**src/rtl/ltc2308_spi_responder.sv**
```systemverilog
// Device end of the LTC2308 CONVST/SCK/SDI/SDO link; returns 12-bit samples from ch_data.
// Latency: pin events act SYNC_STAGES+1 cycles after the pin changes; busy is high for CONV_CYCLES cycles.
// Backpressure: none; the controller paces the frame through CONVST and SCK.
module ltc2308_spi_responder #(
    parameter int CONV_CYCLES = 64,
    parameter int SYNC_STAGES = 2
) (
    input  logic        clock,
    input  logic        reset,
    input  logic [95:0] ch_data,
    input  logic        CONVST,
    input  logic        SCK,
    input  logic        SDI,
    output logic        SDO,
    output logic        busy,
    output logic [5:0]  config_q,
    output logic        frame_err
);

    localparam int CW = $clog2(CONV_CYCLES + 1);

    typedef enum logic [2:0] {S_IDLE, S_CONV, S_WAIT, S_SHIFT, S_DONE} state_t;

    logic [SYNC_STAGES-1:0] convst_sync, sck_sync, sdi_sync;
    logic                   convst_d, sck_d;
    logic                   convst_s, sck_s, sdi_s;
    logic                   convst_rise, sck_rise, sck_fall;

    assign convst_s    = convst_sync[SYNC_STAGES-1];
    assign sck_s       = sck_sync[SYNC_STAGES-1];
    assign sdi_s       = sdi_sync[SYNC_STAGES-1];
    assign convst_rise = convst_s & ~convst_d;
    assign sck_rise    = sck_s & ~sck_d;
    assign sck_fall    = ~sck_s & sck_d;

    always_ff @(posedge clock) begin
        if (reset) begin
            convst_sync <= '0;
            sck_sync    <= '0;
            sdi_sync    <= '0;
            convst_d    <= 1'b0;
            sck_d       <= 1'b0;
        end else begin
            convst_sync <= {convst_sync[SYNC_STAGES-2:0], CONVST};
            sck_sync    <= {sck_sync[SYNC_STAGES-2:0], SCK};
            sdi_sync    <= {sdi_sync[SYNC_STAGES-2:0], SDI};
            convst_d    <= convst_s;
            sck_d       <= sck_s;
        end
    end

    // active_cfg holds {S/D,O/S,S1,S0,UNI}; SLP has no effect on the returned data
    state_t          state, state_n;
    logic            busy_n, sdo_n, ferr_n, start;
    logic [5:0]      cfgq_n, sdi_sr, sr_n;
    logic [4:0]      active_cfg, act_n;
    logic [11:0]     out_word, word_n;
    logic [CW-1:0]   cyc_cnt, cyc_n;
    logic [2:0]      rx_cnt, rx_n;
    logic [3:0]      tx_cnt, tx_n;
    logic [2:0]      sel_ch;
    logic [11:0]     sel_sample, sel_word;

    always_comb begin
        sel_ch = active_cfg[4] ? {active_cfg[2], active_cfg[1], active_cfg[3]}
                               : {active_cfg[2], active_cfg[1], 1'b0};
        sel_sample = '0;
        for (int i = 0; i < 8; i++) begin
            if (sel_ch == 3'(i)) sel_sample = ch_data[i*12 +: 12];
        end
        sel_word = active_cfg[0] ? sel_sample : (sel_sample ^ 12'h800);
    end

    always_ff @(posedge clock) begin
        if (reset) begin
            state      <= S_IDLE;
            busy       <= 1'b0;
            SDO        <= 1'b0;
            frame_err  <= 1'b0;
            config_q   <= 6'b100010;
            active_cfg <= 5'b10001;
            out_word   <= '0;
            cyc_cnt    <= '0;
            rx_cnt     <= '0;
            tx_cnt     <= '0;
            sdi_sr     <= '0;
        end else begin
            state      <= state_n;
            busy       <= busy_n;
            SDO        <= sdo_n;
            frame_err  <= ferr_n;
            config_q   <= cfgq_n;
            active_cfg <= act_n;
            out_word   <= word_n;
            cyc_cnt    <= cyc_n;
            rx_cnt     <= rx_n;
            tx_cnt     <= tx_n;
            sdi_sr     <= sr_n;
        end
    end

    always_comb begin
        state_n = state;
        busy_n  = busy;
        sdo_n   = SDO;
        ferr_n  = 1'b0;
        cfgq_n  = config_q;
        act_n   = active_cfg;
        word_n  = out_word;
        cyc_n   = cyc_cnt;
        rx_n    = rx_cnt;
        tx_n    = tx_cnt;
        sr_n    = sdi_sr;
        start   = 1'b0;
        case (state)
            S_IDLE: begin
                if (convst_rise) start = 1'b1;
            end
            S_CONV: begin
                if (cyc_cnt == '0) begin
                    busy_n  = 1'b0;
                    state_n = S_WAIT;
                end else begin
                    cyc_n = cyc_cnt - CW'(1);
                end
            end
            S_WAIT: begin
                if (convst_rise) begin
                    start  = 1'b1;
                    ferr_n = 1'b1;
                    sdo_n  = 1'b0;
                end else if (!convst_s) begin
                    state_n = S_SHIFT;
                    sdo_n   = out_word[11];
                    rx_n    = '0;
                    tx_n    = '0;
                    sr_n    = '0;
                end
            end
            S_SHIFT: begin
                if (convst_rise) begin
                    start  = 1'b1;
                    ferr_n = 1'b1;
                    sdo_n  = 1'b0;
                end else begin
                    if (sck_rise && rx_cnt < 3'd6) begin
                        sr_n = {sdi_sr[4:0], sdi_s};
                        rx_n = rx_cnt + 3'd1;
                    end
                    // zero-filled shift: after the 12th fall SDO naturally reads 0
                    if (sck_fall) begin
                        word_n = {out_word[10:0], 1'b0};
                        sdo_n  = out_word[10];
                        tx_n   = tx_cnt + 4'd1;
                        if (tx_cnt == 4'd11) state_n = S_DONE;
                    end
                end
            end
            S_DONE: begin
                if (rx_cnt == 3'd6) begin
                    cfgq_n = sdi_sr;
                    act_n  = sdi_sr[5:1];
                end
                state_n = S_IDLE;
            end
            default: state_n = S_IDLE;
        endcase
        if (start) begin
            state_n = S_CONV;
            busy_n  = 1'b1;
            word_n  = sel_word;
            cyc_n   = CW'(CONV_CYCLES - 1);
        end
    end

endmodule

```
**config.mk**
```make
export PLATFORM = sky130hd
export DESIGN_NAME = ltc2308_spi_responder
export DESIGN_NICKNAME = d
export VERILOG_FILES = /design/src/rtl/ltc2308_spi_responder.sv
export SDC_FILE = /design/constraint.sdc
export NUM_CORES = 1
export LEC_CHECK = 0
export CORE_ASPECT_RATIO = 0.9
export CORE_MARGIN = 10
export CORE_UTILIZATION = 41
export DETAILED_ROUTE_END_ITERATION = 8
export PLACE_DENSITY = 0.77
export SYNTH_ARGS = -nofsm -noshare
export SYNTH_HDL_FRONTEND = slang
export SYNTH_SLANG_ARGS = --single-unit
```
**constraint.sdc**
```tcl
create_clock -name clock -period 1.6 [get_ports clock]
set_input_delay 0.32 -clock clock [delete_from_list [all_inputs] [get_ports clock]]
set_output_delay 0.32 -clock clock [all_outputs]
set_load 0.01 [all_outputs]
```
==> impl_metrics.tcl <==
set metrics [dict create \
    place_area_sq_mm 0.004589 \
    r2r_slack_ns -0.05 \
    failed_checks "negative setup slack" \
    antenna_cells 0 \
    pwr_density_cell_mw_per_mm2 649.5 \
    fin_ws_ns -0.05316 \
    synth_edf_count 0 \
    timing.rr.start "state[0]$_SDFFE_PP0P_" \
    intPower_mw 2.324 \
    critPathMaxFanout 7 \
    criticalPathCategory "register to register" \
    dp_cells 571 \
    clock_latency_ns 0.31 \
    dp_hpwl_um 8397 \
    period_share_pct 103.3 \
    layout_commonest_cell "clkdlybuf4s50_1" \
    status "finished, violations left" \
    critPathLaunch "state[0]$_SDFFE_PP0P_" \
    dieArea_sq_mm 0.01139 \
    start_util_pct 42.91 \
    ys_seq_elements 52 \
    ant_nets 0 \
    ys_types 47 \
    core_area_sq_mm 0.007184 \
    remaining_drc_errors 0 \
    yosysSeqAreaShare_pct 33.77 \
    drv_slew 0 \
    grt_max_degree 31 \
    via_per_inst 5.588 \
    fin_nets 594 \
    setup_viol 1 \
    relSlewSlack_pct 75.89 \
    worst_pin_slew_ns 0.3525 \
    max-cap-violations 0 \
    numCtsBuffers 5 \
    timing.rr.end "cyc_cnt[5]$_SDFFE_PP0P_" \
    seqPwrFrac_pct 44.5 \
    cts_tree "built" \
    drtIter0Drc 173 \
    design_area_sq_mm 0.004856 \
    clkSinkCount 52 \
    hp-class "register to register" \
    start_kind "register" \
    hold_violations 0 \
    ctsHoldBuffers 0 \
    grt_pass1_wl_um 17230 \
    grt_overflow 0 \
    endpoint "cyc_cnt[5]$_SDFFE_PP0P_" \
    timing.fmax_ghz 0.6049 \
    async_flop_share_pct 0 \
    cts_max_level 2 \
    die_x_um 111.4 \
    switchingPower_mw 0.8301 \
    mostFrequentLayoutCells "105 x clkdlybuf4s50_1, 45 x dfxtp_1, 37 x buf_4" \
    finClkSkew_ns 0.005250 \
    grt_pass1_vias 3382 \
    cts-root-buf "clkbuf_8" \
    grtUsageTotal_pct 18.37 \
    worstPathArrival_ns 1.89 \
    antenna_found_initial 0 \
    num_rows 29 \
    swShare_pct 26.32 \
    yosysWarningCount 0 \
    clk_pin_slew_worst_paths_ns 0.10 \
    num-fill-cells 589 \
    wire_per_inst_um 18.63 \
    rsz0062_at_grt "true" \
    syn_area_sq_mm 0.003083 \
    synthCells 349 \
    synth.avg_cell_area_sq_um 8.834 \
    r2r_cells 5 \
    vias 3252 \
    synth_top_flop_cell "dfxtp_1" \
    syn_nets 455 \
    end_kind "register" \
    stdcell_count 582 \
    ir_drop_mv 0.5555 \
    drive_above_1_share_pct 23.72 \
    period_minus_slack_ns 1.653 \
    combPwrFrac_pct 26.1 \
    min_from "convst_sync[0]$_SDFF_PP0_" \
    area_delta_synth_final_pct 57.51 \
    cp.required_ns 1.84 \
    die_y_um 102.3 \
    drtPass1Iterations 4 \
    clk_path_buf_depth 2 \
    port-buffer-count 109 \
    p_clk_share_pct 29.4 \
    pin_count 110 \
    gp_congestion 0.8374 \
    wirelength_um 10840 \
    p_leak_nw 1.810 \
]
cell type report:
class | count | area (sq um) | share of cell area [%]
Timing Repair Buffer | 154 | 1496 | 30.82
Sequential cell | 52 | 1060 | 21.82
Multi-Input combinational cell | 263 | 2027 | 41.74
Clock buffer | 6 | 72.57 | 1.494
Tap cell | 93 | 116.4 | 2.396
Clock inverter | 2 | 38.79 | 0.7988
Inverter | 12 | 45.04 | 0.9276
logic make-up (layout without fill, tap and decap cells):
family                   after synthesis  after routing  synth area share [%]
AO/OA/AOI/OAI                         86             86                 20.05
flip-flops                            52             52                 33.77
adder cells (fa/ha/maj)                5              5                 2.029
multiplexers                          31             31                 15.42
AND/OR/NAND/NOR                      133            133                 21.55
XOR/XNOR                               8              8                 2.273
buffers and inverters                 34            174                 4.910
registers in the layout, indices dropped and copies added, names as in the netlist, 3 cells and up:
name	flops
cyc_cnt	7
config_q	6
rx_cnt	3
sdi_sr	6
tx_cnt	4
state	3
out_word	12
power groups by stage:
stage                     Sequential [mW]  Combinational [mW]  Clock [mW]
after detailed placement             1.43               0.760           0
after floorplan                      1.41               0.346           0
after global routing                 1.41               0.892       0.995
final                                1.40               0.824       0.928
after CTS                            1.40               0.781       0.935
after global placement               1.42               0.736           0
per-stage QoR:
step | setup slack, ns | total power, mW | util (%) | TNS (ns) | hold WS (ns)
detailed placement | -0.3826 | 2.187 | 63.88 | -3.195 | 0.4359
global placement | -0.3647 | 2.159 | 63.88 | -2.910 | 0.4184
global route | -0.08456 | 3.298 | 67.59 | -0.7343 | 0.4666
CTS | -0.03093 | 3.112 | 66.44 | -0.03093 | 0.4564
floorplan | 0.004007 | 1.761 | - | 0 | 0.4138
finish | -0.05316 | 3.154 | 67.59 | -0.05316 | 0.4492
per-layer routing:
| layer | global-route usage [%] | vias up | share of wire, % |
|---|---|---|---|
| li1 | - | 1562 | - |
| met1 | 21.06 | 1584 | 42 |
| met2 | 33.99 | 89 | 51 |
| met3 | 3.866 | 17 | 5.2 |
| met4 | 5.133 | 0 | 2.1 |
| met5 | 0 | - | 0 |
timing repair:
| item | CTS | global route |
|---|---|---|
| pin swaps | 6 | 10 |
| resized for setup | 19 | 33 |
| buffers inserted | 4 | 0 |
| endpoints found under the setup margin | 24 | 29 |
cells in the mapped netlist, types with 10 or more instances:
cell type,instances,share of area (%)
or2_2,11,2.2
o211ai_1,11,2.7
nor2b_1,12,2.4
inv_1,12,1.5
mux2i_1,16,5.2
nor2_1,36,4.4
a221oi_1,11,3.1
clkbuf_1,12,1.5
a211oi_1,12,2.9
o21ai_0,17,2.8
a21oi_1,10,1.6
nand3_1,12,1.9
nand2_1,36,4.4
dfxtp_1,52,34
a22oi_1,10,2.4
mux4_2,13,9.5
worst max-delay path, stage by stage (launching register included):
cell and delay (ns):
dfxtp_4 0.38, or3b_4 0.39, a41oi_4 0.33, nand4b_1 0.16, xor2_1 0.17, a21oi_1 0.15
worst min-delay path by stage:
stage | to | slack, ns | cells past startpoint
2_1_floorplan | convst_sync[1]$_SDFF_PP0_ | 0.41 | 1
3_3_place_gp | sdi_sync[1]$_SDFF_PP0_ | 0.42 | 1
3_5_place_dp | convst_sync[1]$_SDFF_PP0_ | 0.44 | 1
4_1_cts | convst_sync[1]$_SDFF_PP0_ | 0.46 | 1
5_1_grt | convst_sync[1]$_SDFF_PP0_ | 0.47 | 1
6_report | convst_sync[1]$_SDFF_PP0_ | 0.45 | 1
No activity file was read; power rests on OpenSTA's default activity.
